File: src/rtl/mem_loader_pkg.sv
// Shared definitions for the memory loader: default widths, the program base
// address and the loader FSM state encoding.
package mem_loader_pkg;

  localparam int DEF_ADDR_WIDTH   = 16;
  localparam int DEF_REG_WIDTH    = 8;
  localparam int INSTRUCTION_BASE = 'h0200;

  typedef enum logic [2:0] {
    ST_IDLE,
    ST_ACCEPT,
    ST_WRITE,
    ST_READ,
    ST_CHECK,
    ST_DONE,
    ST_ERROR
  } state_t;

endpackage

File: src/rtl/byte_checksum.sv
// Running modulo-2^W sum of accepted bytes with synchronous clear.
module byte_checksum #(
  parameter int W = 8
) (
  input  logic         clk,
  input  logic         reset_n,
  input  logic         clear,
  input  logic         add,
  input  logic [W-1:0] data,
  output logic [W-1:0] sum
);

  always_ff @(posedge clk or negedge reset_n) begin
    if (!reset_n) begin
      sum <= '0;
    end else if (clear) begin
      sum <= '0;
    end else if (add) begin
      sum <= sum + data;
    end
  end

endmodule

File: src/rtl/mem_loader.sv
// Loads a byte stream into memory from BASE_ADDR with write/readback verify,
// owning the memory port and holding the core in reset until the load succeeds.
module mem_loader
  import mem_loader_pkg::*;
#(
  parameter int ADDR_WIDTH = DEF_ADDR_WIDTH,
  parameter int DATA_WIDTH = DEF_REG_WIDTH,
  parameter int BASE_ADDR  = INSTRUCTION_BASE,
  parameter int LENGTH     = 256
) (
  input  logic                  clk,
  input  logic                  reset_n,
  input  logic                  start,
  input  logic                  s_valid,
  input  logic [DATA_WIDTH-1:0] s_data,
  output logic                  s_ready,
  output logic                  mem_owner,
  output logic                  mem_we,
  output logic [ADDR_WIDTH-1:0] mem_addr,
  output logic [DATA_WIDTH-1:0] mem_din,
  input  logic [DATA_WIDTH-1:0] mem_dout,
  output logic                  core_reset_n,
  output logic                  done,
  output logic                  error,
  output logic [ADDR_WIDTH-1:0] err_addr,
  output logic [DATA_WIDTH-1:0] checksum,
  output state_t                fsm_state
);

  if (LENGTH <= 0 ||
      (longint'(BASE_ADDR) + longint'(LENGTH)) > (longint'(1) << ADDR_WIDTH)) begin : g_param_check
    $error("mem_loader: LENGTH must be > 0 and BASE_ADDR + LENGTH must fit the address space");
  end

  localparam logic [ADDR_WIDTH-1:0] BASE = ADDR_WIDTH'(BASE_ADDR);
  localparam logic [ADDR_WIDTH-1:0] LAST = ADDR_WIDTH'(LENGTH - 1);

  state_t                state, state_next;
  logic [ADDR_WIDTH-1:0] count, count_next;
  logic [DATA_WIDTH-1:0] hold, hold_next;
  logic [ADDR_WIDTH-1:0] err_next;
  logic [ADDR_WIDTH-1:0] addr_cur;
  logic                  cs_clear, cs_add;

  // Handshake: a byte moves when s_valid && s_ready at a rising edge; s_ready
  // is high only in ACCEPT, and s_valid/s_data are ignored in every other state.
  assign addr_cur = BASE + count;

  always_ff @(posedge clk or negedge reset_n) begin
    if (!reset_n) begin
      state    <= ST_IDLE;
      count    <= '0;
      hold     <= '0;
      err_addr <= '0;
    end else begin
      state    <= state_next;
      count    <= count_next;
      hold     <= hold_next;
      err_addr <= err_next;
    end
  end

  always_comb begin
    state_next = state;
    count_next = count;
    hold_next  = hold;
    err_next   = err_addr;
    cs_clear   = 1'b0;
    cs_add     = 1'b0;
    case (state)
      ST_IDLE, ST_DONE, ST_ERROR: begin
        if (start) begin
          state_next = ST_ACCEPT;
          count_next = '0;
          err_next   = '0;
          cs_clear   = 1'b1;
        end
      end
      ST_ACCEPT: begin
        if (s_valid) begin
          state_next = ST_WRITE;
          hold_next  = s_data;
          cs_add     = 1'b1;
        end
      end
      ST_WRITE: state_next = ST_READ;
      ST_READ:  state_next = ST_CHECK;
      ST_CHECK: begin
        if (mem_dout != hold) begin
          state_next = ST_ERROR;
          err_next   = addr_cur;
        end else if (count == LAST) begin
          state_next = ST_DONE;
        end else begin
          state_next = ST_ACCEPT;
          count_next = count + 1'b1;
        end
      end
      default: state_next = ST_IDLE;
    endcase
  end

  byte_checksum #(.W(DATA_WIDTH)) u_checksum (
    .clk     (clk),
    .reset_n (reset_n),
    .clear   (cs_clear),
    .add     (cs_add),
    .data    (s_data),
    .sum     (checksum)
  );

  // Every output below is a decode of registered state, never of s_valid or mem_dout.
  assign s_ready      = (state == ST_ACCEPT);
  assign mem_we       = (state == ST_WRITE);
  assign mem_addr     = (state inside {ST_WRITE, ST_READ, ST_CHECK}) ? addr_cur : '0;
  assign mem_din      = (state == ST_WRITE) ? hold : '0;
  assign mem_owner    = (state != ST_DONE);
  assign core_reset_n = (state == ST_DONE);
  assign done         = (state == ST_DONE);
  assign error        = (state == ST_ERROR);
  assign fsm_state    = state;

endmodule

File: config.mk
export PLATFORM = sky130hd
export DESIGN_NAME = mem_loader
export DESIGN_NICKNAME = d
export VERILOG_FILES = /design/src/rtl/mem_loader_pkg.sv /design/src/rtl/byte_checksum.sv /design/src/rtl/mem_loader.sv
export SDC_FILE = /design/constraint.sdc
export NUM_CORES = 1
export LEC_CHECK = 0
export BUFFER_PORTS_ARGS = -buffer_cell sky130_fd_sc_hd__buf_2
export CORE_MARGIN = 1.5
export CORE_UTILIZATION = 40
export DETAILED_ROUTE_END_ITERATION = 7
export SLEW_MARGIN = 5
export SYNTH_ARGS = -nofsm -noshare
export SYNTH_HDL_FRONTEND = slang
export SYNTH_HIERARCHICAL = 1
export SYNTH_SLANG_ARGS = --single-unit
File: constraint.sdc
create_clock -name clk -period 2.7 [get_ports clk]
set_clock_uncertainty 0.1 [all_clocks]
set_input_delay 0.135 -clock clk [delete_from_list [all_inputs] [get_ports clk]]
set_output_delay 0.135 -clock clk [all_outputs]
set_load 0.02 [all_outputs]
Yosys cells after proc, flatten, opt, wreduce, memory -nomap -nowiden
Cells that the tools add are included.

storage, ports and cells
  bits in registers = 51
  input port bits = 20
  output and inout port bits = 57
  logic and storage cells = 50

cells by class
  add/sub/neg operators = 3
  equality and inequality tests = 14
  muxes and demuxes = 19
  reduce and logical (&&, ||, !) cells = 9

operators by type and width
  kind                                                                     number
  16-bit two-way mux                                                       5
  16-bit one-hot mux with 2 select lines                                   2
  8-bit two-way mux                                                        3
  10-bit by 16-bit adder with 16-bit output (first input constant)         1
  16-bit by 1-bit adder with 16-bit output (second input constant)         1
  16-bit by 8-bit equality test with 1-bit output (second input constant)  1
  3-bit one-hot mux with 5 select lines                                    1
  3-bit two-way mux                                                        4
  2-bit inequality test (second input constant)                            5
  3-bit equality test (second input constant)                              3
  8-bit adder                                                              1
  8-bit inequality test                                                    1
  3-bit by 2-bit equality test with 1-bit output (second input constant)   2
  1-bit two-way mux                                                        4
  2-bit AND reduction                                                      2
  4-bit AND reduction                                                      1
  2-bit nonzero test                                                       2
  3-bit by 1-bit equality test with 1-bit output (second input constant)   1
  3-bit logical NOT                                                        1
  3-bit inequality test (second input constant)                            1
  3-bit AND reduction                                                      1
  3-bit nonzero test                                                       1
  3-bit OR reduction                                                       1

Logic depth before layout (Yosys ltp)
  depth after elaboration = 4
  depth in mapped cells = 10
  gate-level depth less buffers = 7

Hierarchy
Netlist, hierarchy kept.

modules (own cells, without submodules)
  module         instances  cells each  area an instance (um2)  seq. area each (um2)
  mem_loader     1          254         2,464.9                 1,076.0
  byte_checksum  1          66          646.9                   200.2

Worst setup path before layout
No wires, ideal clock.

  kind = register to register
  start = register state[2], in the netlist fsm_state[2]
  end = register u_checksum.sum[6]
  setup time = 0.087 ns
  data arrival time = 2.240 ns
  required time = 2.513 ns
  path slack = 0.274 ns
  stages on the path, launching flop included = 9
  path buffers = 2
  clock period less this slack = 2.426 ns
  cells stage by stage = dfrtp_1 > buf_6 > and2b_1 > and2_1 > o21ai_2 > buf_2 > inv_1 > or4bb_1 > o211ai_1

between the ends
  cells in the longest elaborated chain, start to end = 4
  elaborated cells on any way between the ends = 9
  those cells by class = eq/ne (3); mux (3); reduce/logical (3)

RTL lines
  item                                                     RTL line             RTL
  start, declared                                          mem_loader.sv:38     state_t state, state_next;
  start signal, assigned                                   mem_loader.sv:56     state <= state_next;
  3-bit equality test (*)                                  --
  net error                                                mem_loader.sv:24     output logic error,
  3-bit OR reduction (*)                                   mem_loader.sv:70     case (state)
  1-bit two-way mux (*)                                    mem_loader.sv:70
  net cs_clear                                             mem_loader.sv:43     logic cs_clear, cs_add;
  8-bit two-way mux or 2-bit nonzero test (tied branches)  --
  end signal, assigned                                     byte_checksum.sv:19  sum <= sum + data;
  end, declared                                            byte_checksum.sv:10  output logic [W-1:0] sum

Mark *: on every way through the listed nets, which the timed path passes. The rest lies on a longest branch.
A chain may end at the register's enable or synchronous reset.

Worst setup path after layout
  start = register state[0], in the netlist fsm_state[0]
  end = register u_checksum.sum[7]

between the ends
  cells in the longest elaborated chain, start to end = 4
  elaborated cells on any way between the ends = 9
  those cells by class = eq/ne (3); mux (3); reduce/logical (3)

RTL lines
  item                                                      RTL line
  3-bit equality test or 3-bit logical NOT (tied branches)  mem_loader.sv:70
  3-bit OR reduction                                        mem_loader.sv:70
  1-bit two-way mux                                         mem_loader.sv:70
  8-bit two-way mux or 2-bit nonzero test (tied branches)   --

Parallel ways exist; a longest one is shown, timed or not.

==> reports/summary.md <==
Traced cell by cell, the critical path runs through nor2b_1 > and3_1 > nand2_1 > nand4bb_1 > mux2_4 > a21o_1 > a21oi_2. The total congestion overflow was 0; the largest fanout of any net on the critical path was 12. The total setup violations reported at the end of the flow is 0. The remaining design rule violation count is 0.

The tools report the capture point of the critical path as u_checksum/sum[7]$_DFFE_PN0P_. The number of nets in the synthesized netlist is 350. Counting I/O delays and the setup requirement, the final critical path takes 2.255 ns. The clock passes through at most 2 buffers. The power per cell area was 802.0 nW/µm²; the post-detailed-routing wire length was 7345 µm. The top-area cell type share of the netlist area is 0.4101, and the static leakage power is 1.982 nW. The x dimension of the die works out to 91.20 µm. The number of fillers in the final layout is 710.

For flop-to-flop paths, the worst setup slack is 0.45 ns. Leaving out fill and tap cells, the most frequent cell in the layout is buf_2. Setup repair after global routing left no endpoint under its margin. Number of buffers created by CTS: 5. The floorplan step defined a die boundary enclosing 8317 µm². The synthesis-to-finish area growth is 21.67%, and the via count of the first global-routing pass is 2,552. The number of different library cells used by synthesis comes to 57.

After clock tree synthesis, the setup repair step added 0 buffers. Fraction of final layout cells sized beyond drive strength 1: 0.2899. For the headroom to the max-slew limit, the log shows 0.5035.

Synthesis inferred 51 register bits. The overall via count from detail_route came out at 2,670. TritonCTS built the clock tree. The endpoint identified for the worst register-to-register timing path is u_checksum/sum[7]$_DFFE_PN0P_.

The library cells used most frequently in the layout, excluding fill and tap cells, are 76 x buf_2, 51 x dfrtp_1, 37 x nand2_1, 30 x nor2_1, 21 x mux2i_1. STA puts the critical path data arrival time at 2.40 ns. VDD sags by at most 0.0004519 V. The number of levels the H-tree was split into was 2; the area of the multi-input gates was 1702 µm². The tools report the HPWL after detailed placement as 5442 µm.

The clock transition at the registers of the reported paths was 0.10 ns. The worst register-to-register path has a depth of 7. The async set or reset register ratio after synthesis was 1.000. The worst setup path is captured at a flop.

The number of maximum-capacitance violations was 0; the final-report max-slew violation count was 0. Summed over all instances, the cell type with the most area after synthesis is dfrtp_1. The net count of the finished layout is 436. STA classifies the critical path startpoint as a flop. For the count of standard-cell rows, the log shows 31. Entering global routing, the biggest net connects 34 pins. The tools report the count of final hold-check violations as 0. At the end of routability-driven placement, the weighted congestion stood at 0.8543. The post-synthesis average cell area works out to 9.724 µm². In the synthesized netlist the dominant register cell turns out to be dfrtp_1. After synthesis the cells add up to 3112 µm². Dividing the detail-routed via count by the number of cells gives 5.277. The final clock period utilization by the worst path is 0.8352. The cell sitting at the root of the clock tree is a clkbuf_8. Detailed-route wire length per cell: 14.52 µm. The clock net in this run drives a total of 51 sinks. The first-pass GRT wire length was 12,470 µm. The design draws 3.037 mW. In this run, synthesis inferred 0 flip-flops with an integrated enable. The post-route core utilization is 0.5111. The total global-route track usage was 0.1846. By startpoint and endpoint, the worst setup path is classified as reg -> reg. The flow ran to the end, and the final reports show no timing, DRC or antenna violations. The run gives 77 as the top-level I/O count. The register area share after synthesis is 0.4101. The number of I/O port buffers was 76; the instance count of the mapped netlist was 320.

Ranked by total cell area, the synthesized netlist is headed by dfrtp_1 41%, mux2i_1 6.8%, nand2_1 4.5%. In this run the standard cell core region covers 7408 µm². Across the whole layout, storage elements account for 1276 µm². In this run the critical register-to-register path is launched from fsm_state[0]$_DFFE_PN0P_. The slew of the pin with the lowest slew margin is 0.7448 ns. First element of the critical path: fsm_state[0]$_DFFE_PN0P_. For this block, the initial DRC count from the detailed router was 86.

Yosys printed 6 warnings. The run gives 0 as the number of antenna repair diodes. For this run, the top clock speed supported by timing is 443.5 MHz.

The slowest stage of the critical path belongs to the cell dfrtp_1. Summed negative setup slack over all endpoints: 0 ns. STA puts the critical path data required time at 2.85 ns. The tools report the number of antenna violations at the first check in global routing as 0. For the effective utilization at floorplan, the log shows 0.4200. For this run, the slowest stage of the critical path takes 0.53 ns.

The remaining number of nets flagged by the antenna check after routing was 0. Die extent in y: 91.20 µm. Clock latency on the worst-skew pair, taken at its later pin, is 0.31 ns.

The run gives 4 as the number of optimization iterations in the first detailed-route pass. The worst hold path belongs to the class in -> reg.
[final cells by class]
cell class,count,area share
multi-input cells,242,0.4494
inverters,13,0.01289
clock buffers,5,0.01818
clock inverters,3,0.01157
well taps,99,0.03272
repair buffers,93,0.1381
flip-flops and latches,51,0.3371
[synthesized netlist by cell type, drive strengths merged (2+ instances only)]
cell type / count
dfrtp: 51
nand2: 38
nor2: 31
mux2i: 21
inv: 13
and3: 12
nand3: 12
and2: 10
buf: 10
mux2: 10
ha: 9
nor4: 9
o21ai: 9
a21oi: 8
nor3: 8
xnor2: 8
xor2: 8
a211o: 6
a21o: 5
o22a: 5
clkbuf: 4
nor3b: 4
a211oi: 3
o31ai: 3
a221o: 2
nand2b: 2
nor2b: 2
o21bai: 2
or2: 2
[worst max-delay path: cells and delay by family (launching register included)]
family | cells | cell delay, ns
flops | 1 | 0.53
mux | 1 | 0.29
compound gates | 2 | 0.28
simple gates | 4 | 0.99
[routing by layer]
| metal | vias up | global-route usage | routed length [µm] |
|---|---|---|---|
| met3 | 5 | 0.02931 | 342 |
| met2 | 67 | 0.2904 | 3338 |
| li1 | 1312 | - | - |
| met4 | 0 | 0.04427 | 63 |
| met5 | - | 0 | 0 |
| met1 | 1286 | 0.2648 | 3602 |
[registers in the layout, summed over array words and instances (netlist names)]
signal and count:
count 16, err_addr 16, hold 8, u_checksum/sum 8
fsm_state 3
[timing repair]
item,in CTS,in global routing
hold buffers,6,0
endpoints found under the hold margin,36,0
gates resized for setup,0,0
[how the worst min path moves through the flow]
| stage | cells past startpoint | startpoint | end |
|---|---|---|---|
| 2_1_floorplan | 0 | reset_n | count[0]$_DFFE_PN0P_ |
| 3_3_place_gp | 1 | reset_n | hold[0]$_DFFE_PN0P_ |
| 3_5_place_dp | 1 | reset_n | hold[0]$_DFFE_PN0P_ |
| 4_1_cts | 2 | s_data[0] | hold[0]$_DFFE_PN0P_ |
| 5_1_grt | 2 | s_data[0] | hold[0]$_DFFE_PN0P_ |
| 6_report | 2 | s_data[0] | hold[0]$_DFFE_PN0P_ |
[cell families (layout without fill, tap and decap cells)]
family                   count (synthesis)  count (layout)  synth area share
flip-flops                              51              51            0.4101
adder cells (fa/ha/maj)                 10              10           0.04262
multiplexers                            31              31            0.1049
AND/OR/NAND/NOR                        135             135            0.2312
buffers and inverters                   27             114           0.04302
AO/OA/AOI/OAI                           50              50            0.1230
XOR/XNOR                                16              16           0.04504
[metrics by stage]
stage          hold WS, ns  worst slack [ns]  area, µm²  cells
3_5_place_dp        0.1509            0.4718       3613    492
4_1_cts           0.001817            0.4475       3786    506
5_1_grt           0.004001            0.2062       3786    506
6_report           0.01435            0.4451       3786    506
2_1_floorplan      -0.2606            0.2738       3112    320
3_3_place_gp        0.1507            0.5766       3613    492
[power by group]
group	internal [mW]	leakage [nW]	switching (mW)	total, mW
combinational	0.580	1.24	0.854	1.43
sequential	0.908	0.683	0.147	1.06
clock	0.277	0.0581	0.271	0.547
total	1.76	1.98	1.27	3.04
Note: power is estimated with default switching activity, not from simulation.
